===== src/rtl/bcd_countdown_timer.sv =====
// bcd_countdown_timer: 4-digit BCD countdown timer with a timebase prescaler.
// Ports:
//   clk         - clock, rising edge active
//   reset       - synchronous active-high reset
//   timebase    - single-cycle time base event (1 ms nominal)
//   counter_clr - level-sensitive reload of PRESET, clears the prescaler
//   counter_en  - level-sensitive count-down enable
//   counter_z   - high while the count value is zero
//   bcd         - current value, digit 3 in [15:12], digit 0 in [3:0]
//   status      - 0=LOADED, 1=RUNNING, 2=PAUSED, 3=EXPIRED
// Optional feature macro: BCD_TIMER_AUTORELOAD_EN (reload PRESET after expiry
// while enabled). Default build: saturate at zero.

module bcd_countdown_timer #(
    parameter logic [15:0] PRESET = 16'h3000,
    parameter int          TB_DIV = 10
) (
    input  logic        clk,
    input  logic        reset,
    input  logic        timebase,
    input  logic        counter_clr,
    input  logic        counter_en,
    output logic        counter_z,
    output logic [15:0] bcd,
    output logic [1:0]  status
);

    localparam int PW = $clog2(TB_DIV + 1);
    localparam logic [PW-1:0] LAST = PW'(TB_DIV - 1);

    typedef enum logic [1:0] {
        LOADED  = 2'd0,
        RUNNING = 2'd1,
        PAUSED  = 2'd2,
        EXPIRED = 2'd3
    } state_t;

    localparam state_t INIT = (PRESET == 16'h0000) ? EXPIRED : LOADED;

    state_t        state;
    logic [PW-1:0] presc;
    logic [15:0]   bcd_dec;
    logic          borrow;
    logic          step;
    logic          tick;

    // The prescaler only advances while enabled, not clearing, and nonzero,
    // so at zero it stays parked at 0 and no tick can underflow the value.
    assign step = counter_en && !counter_clr && (bcd != 16'h0000) && timebase;
    assign tick = step && (presc == LAST);

    assign counter_z = (bcd == 16'h0000);
    assign status    = state;

    // Ripple-borrow BCD decrement: a zero digit becomes 9 and passes the
    // borrow upward; the first nonzero digit absorbs it.
    always_comb begin
        bcd_dec = bcd;
        borrow  = 1'b1;
        for (int i = 0; i < 4; i++) begin
            if (borrow) begin
                if (bcd[4*i +: 4] == 4'd0) begin
                    bcd_dec[4*i +: 4] = 4'd9;
                end else begin
                    bcd_dec[4*i +: 4] = bcd[4*i +: 4] - 4'd1;
                    borrow = 1'b0;
                end
            end
        end
    end

    always_ff @(posedge clk) begin
        if (reset || counter_clr) begin
            bcd   <= PRESET;
            presc <= '0;
            state <= INIT;
        end
`ifdef BCD_TIMER_AUTORELOAD_EN
        else if (state == EXPIRED && counter_en) begin
            // One cycle at zero, then start the next period.
            bcd   <= PRESET;
            presc <= '0;
            state <= RUNNING;
        end
`endif
        else begin
            if (step) begin
                presc <= tick ? '0 : presc + 1'b1;
            end
            if (tick) begin
                bcd <= bcd_dec;
            end
            if (tick && bcd_dec == 16'h0000) begin
                state <= EXPIRED;
            end else begin
                case (state)
                    LOADED:  state <= counter_en ? RUNNING : LOADED;
                    RUNNING: state <= counter_en ? RUNNING : PAUSED;
                    PAUSED:  state <= counter_en ? RUNNING : PAUSED;
                    EXPIRED: state <= EXPIRED;
                    default: state <= LOADED;
                endcase
            end
        end
    end

endmodule


===== config.mk =====
export PLATFORM = sky130hd
export DESIGN_NAME = bcd_countdown_timer
export DESIGN_NICKNAME = d
export VERILOG_FILES = /design/src/rtl/bcd_countdown_timer.sv
export SDC_FILE = /design/constraint.sdc
export NUM_CORES = 1
export LEC_CHECK = 0
export BUFFER_PORTS_ARGS = -buffer_cell sky130_fd_sc_hd__buf_2
export CORE_ASPECT_RATIO = 0.75
export CORE_MARGIN = 2
export CORE_UTILIZATION = 42
export CTS_BUF_LIST = sky130_fd_sc_hd__clkbuf_8
export DETAILED_ROUTE_END_ITERATION = 10
export GPL_ROUTABILITY_DRIVEN = 0
export HOLD_SLACK_MARGIN = 0.05
export MAX_ROUTING_LAYER = met4
export PLACE_DENSITY = 0.75
export RECOVER_POWER = 100
export SYNTH_ARGS = -nofsm -noshare
export SYNTH_HDL_FRONTEND = slang
export SYNTH_SLANG_ARGS = --single-unit

===== constraint.sdc =====
create_clock -name clk -period 3.55 [get_ports clk]
set_input_delay 0.1775 -clock clk [delete_from_list [all_inputs] [get_ports clk]]
set_output_delay 0.1775 -clock clk [all_outputs]
set_load 0.02 [all_outputs]

Word level (Yosys, flattened, before mapping) --
Index checks and enable logic that the tools add are counted.
Storage, ports and cells: bits in registers 22, latch bits 0, RAM bits 0, bits in read-only memories 0, output and inout bits 19, word-level logic and storage cells 45, memories kept 0
Cells by class: add/sub/neg operators 5, $mul 0, div/mod/pow operators 0, $lt $le $gt $ge 0, eq/ne operators 4, shift operators 0, mux-type cells 17, bitwise logic cells 0, reductions and logical operators 16
Operators with widths (count):
- $logic_not 16->1 | 2
- $mux 4 | 8
- $logic_not 4->1 | 4
- $reduce_bool 16->1 | 1
- $sub 4x1->4 const B | 4
- $mux 1 | 6
- $pmux 2 s3 | 1
- $logic_and 1x1->1 | 5
- $add 4x1->4 const B | 1
- $eq 2x2->1 const B | 2
- $eq 4x4->1 const B | 1
- $mux 2 | 2
- $eq 2x1->1 const B | 1
- $logic_not 2->1 | 1
- $reduce_or 2->1 | 1
- $logic_not 1->1 | 1
- $logic_or 1x1->1 | 1

Logic depth before layout (Yosys ltp) --
word-level depth 8, gate-level depth with buffers 7, gate-level depth less buffers 6

Worst setup path after synthesis --
Ideal clock, no wire load.
path kind register -> register, from reg bcd[1], to reg bcd[15], arrival time 2.316 ns, required time 3.434 ns, slack 1.118 ns, cell stages (with the launch flop) 6, period minus slack after synthesis 2.432 ns, cells stage by stage dfxtp_1 -> or4_4 -> or4_4 -> buf_6 -> or4_4 -> o211a_1
On the way: longest elaborated chain between the ends 5
RTL lines:
- start, declared | line 24 | output logic [15:0] bcd,
- start signal, assigned | line 74 | bcd <= PRESET;
- start signal, assigned | line 91 | bcd <= bcd_dec;
- $logic_not 4->1 | line 62 | if (bcd[4*i +: 4] == 4'd0) begin
- $mux 1 | line 62
- $mux 1 (2 in a row) | line 61 | if (borrow) begin
- $mux 4 | line 61
Parallel ways exist; a longest one is shown, timed or not. A chain may end at the register's enable or synchronous reset.

Worst setup path in the final report --
from reg bcd[1], to out counter_z
On the way: longest elaborated chain between the ends 1
RTL lines:
- $logic_not 16->1 | line 52 | assign counter_z = (bcd == 16'h0000);
- end, declared | line 23 | output logic counter_z,
No other way between the ends.

==> summary.txt <==
Routing
  • Final antenna-violating net count: 0
  • Drt total wl: 2781 microns
  • DR iter-0 viols: 34
  • Routed via count: 1184
  • Vias per cell: 5.833
  • # DRC: 0
  • DRT Pass-1 Iters: 4
  • Routed WL per cell: 13.70 microns

Final layout
  • Layout cells sized above 1: 0.09697
  • # diodes: 0
  • P&R area growth vs syn: 12.11%
  • Final Util: 0.4841
  • Nets: 175

Hold path
  • Worst min-delay path class: in -> reg

STA
  • Setup_tns: 0 ns
  • Min Tclk post-route: 2.606 ns
  • Final Hold Vio Count: 0
  • Tightest Pin Transition: 1.011 ns
  • Tcrit/Tclk final: 0.7342
  • Final setup vio count: 0
  • Worst clock skew: 0.005722 ns
  • F_max: 383.7 MHz
  • Slew margin rel.: 0.3237
  • RSZ-0062 raised after global routing: false
  • Final Max Tran Viols: 0

Global route
  • Gr ovfl total: 0
  • First-pass GRT wire length: 4878 microns
  • Met2 usage: 0.2950
  • GR Util met1: 0.2476
  • Most Used Layer, Global Route: met2
  • Grt met3 use: 0.03965
  • Vias in the first global route: 1109
  • Antenna violations before repair: 0
  • GRT Overall Usage: 0.1934
  • Pin count of the biggest net entering global routing: 17

CTS
  • Post_cts resized: 0
  • Clk buf depth: 2
  • CTS tree: done
  • Root Buffer: clkbuf_8
  • CTS H-tree lvls: 1
  • CTS Hold Bufs: 0
  • Skew-Pair Late Insertion Delay: 0.27 ns
  • CTS buffer count: 3
  • # Post-CTS Setup Buffers: 0
  • Clock Pin Slew Worst Setup and Hold Paths: 0.08 ns
  • Clock Sink Count: 22

Synth
  • Seq cells post-synth: 22
  • Mapped Cells: 145
  • Mapped cell area: 1240 sq um
  • Prevailing post-synth register cell: dfxtp_1
  • Sequential area share after synthesis: 0.3552
  • Mean post-synth cell area: 8.551 sq um
  • Synth cell types: 36
  • Async set-reset flop share out of synthesis: 0
  • YS warnings: 0
  • Mapped Nets: 154
  • Post-synth EDFFs: 0

Die
  • Row count: 17
  • Initial Utilization: 0.4318
  • Die width: 66.74 microns
  • Die area: 3407 sq um
  • Core box area: 2872 sq um
  • Die H: 51.06 microns
  • Total I/O pin count: 24

Power and ir drop
  • Clk pwr share: 0.403
  • Comb power frac: 0.039
  • Power density cells: 319.7 nW/um^2
  • Leakage: 0.4749 nW
  • Sw Ratio: 0.2079
  • Part of the power in registers: 0.558
  • Sw Pwr: 0.09239 mW
  • Int Pwr: 0.3520 mW
  • Max VDD drop: 0.0001970 V

Placed design
  • Port buffer count: 23
  • Detailed placement HPWL: 2002 microns

Worst setup path
  • CP Class: reg -> out
  • Critical Path Max Stage Delay: 0.77 ns
  • Critical Path Sink Type: output port
  • Required @ worst endpoint: 3.37 ns
  • Critical Path AT: 2.43 ns
  • Crit path max fanout: 10
  • R2R Setup Slk: 0.97 ns
  • Startpoint Class: flip-flop
  • Cell Chain, Critical Path: or4_1 -> nor4_2 -> and2_0 -> buf_2
  • Slowest cell on the critical path: nor4_2

Outcome
  • Outcome: complete, no violations

Run
  • Max-Cap Viols: 0
## per-stage QoR
step | setup WS, ns | hold slack, ns | power (mW) | instances | area, sq um
global placement | 1.234 | 0.4421 | 0.2707 | 199 | 1369
floorplan | 1.118 | 0.2982 | 0.2647 | 145 | 1240
finish | 0.9436 | 0.1685 | 0.4444 | 203 | 1390
global route | 0.7412 | 0.2155 | 0.4658 | 203 | 1390
CTS | 0.9773 | 0.1606 | 0.4513 | 203 | 1424
detailed placement | 1.189 | 0.4442 | 0.2708 | 199 | 1369
## placed cells by master (no fill, tap or decap), drive strengths merged, types with 6 or more instances in the layout
cell type,synthesis,final
or3,12,12
nand2,15,15
inv,6,6
nor2,6,6
a21oi,10,10
mux2i,9,9
clkbuf,6,22
nor4,7,7
dfxtp,22,22
## critical path, delay by kind of cell (launching register included)
kind          cells  cell delay, ns
simple gates      3            1.63
flops             1            0.36
buf+inv           1            0.17
## path summary, 6_finish.rpt
path,endpoint,cells past startpoint,startpoint
max,counter_z,4,bcd[1]$_SDFFE_PP0P_
min reg2reg,bcd[15]$_SDFFE_PP0P_,1,bcd[15]$_SDFFE_PP0P_
min,status[0]$_SDFF_PP0_,3,counter_en
max reg2reg,bcd[15]$_SDFFE_PP0P_,4,bcd[1]$_SDFFE_PP0P_
## power by group through the flow
stage | clock network (mW) | logic, mW | registers, mW
after global placement | 0 | 0.0169 | 0.254
after global routing | 0.198 | 0.0191 | 0.248
after detailed placement | 0 | 0.0170 | 0.254
after floorplan | 0 | 0.0104 | 0.254
after CTS | 0.186 | 0.0170 | 0.248
final | 0.179 | 0.0172 | 0.248
## layout make-up
type	count	area, sq um
fillers	289	1481
multi-input cells	110	732.0
flip-flops and latches	22	440.4
repair buffers	23	92.59
clock buffers	4	55.05
well taps	38	47.55
inverters	6	22.52
## flip-flops by register name (all words and copies together) (netlist names)
| register | flops |
|---|---|
| status | 2 |
| bcd | 16 |
| presc | 4 |
## metal layers
layer,up-vias,routed length (microns)
met5,-,0
met4,0,40
met3,5,141
met2,28,1215
met1,561,1384
li1,590,-
## synth_stat cells, types with 2 or more instances
cell type,number,share of area
inv_1,6,0.018
and3b_1,2,0.014
nor4_2,2,0.020
nor4_1,5,0.025
a21oi_1,10,0.040
nand3_1,5,0.020
or3_2,3,0.018
ha_1,4,0.040
a211oi_1,2,0.012
or3_1,9,0.045
o41ai_1,2,0.014
a211o_1,2,0.014
or4_4,3,0.027
nand4_1,5,0.025
nand3b_1,3,0.018
mux2i_1,9,0.073
o31ai_1,2,0.012
o21ai_0,5,0.020
clkbuf_1,6,0.018
nor3_1,3,0.012
or4_1,2,0.012
nor2_1,6,0.018
dfxtp_1,22,0.36
nand2_1,15,0.045
## kinds of logic (layout without fill, tap and decap cells)
logic type                 count (synthesis)  after routing  synth area share
AOI/OAI and AO/OA                         31             31            0.1695
DFF                                       22             22            0.3552
buffers and inverters                     13             33           0.04541
and+or+nand+nor                           66             66            0.3168
muxes                                      9              9           0.07266
adders and majority gates                  4              4           0.04036
(Power assumes the default switching activity.)
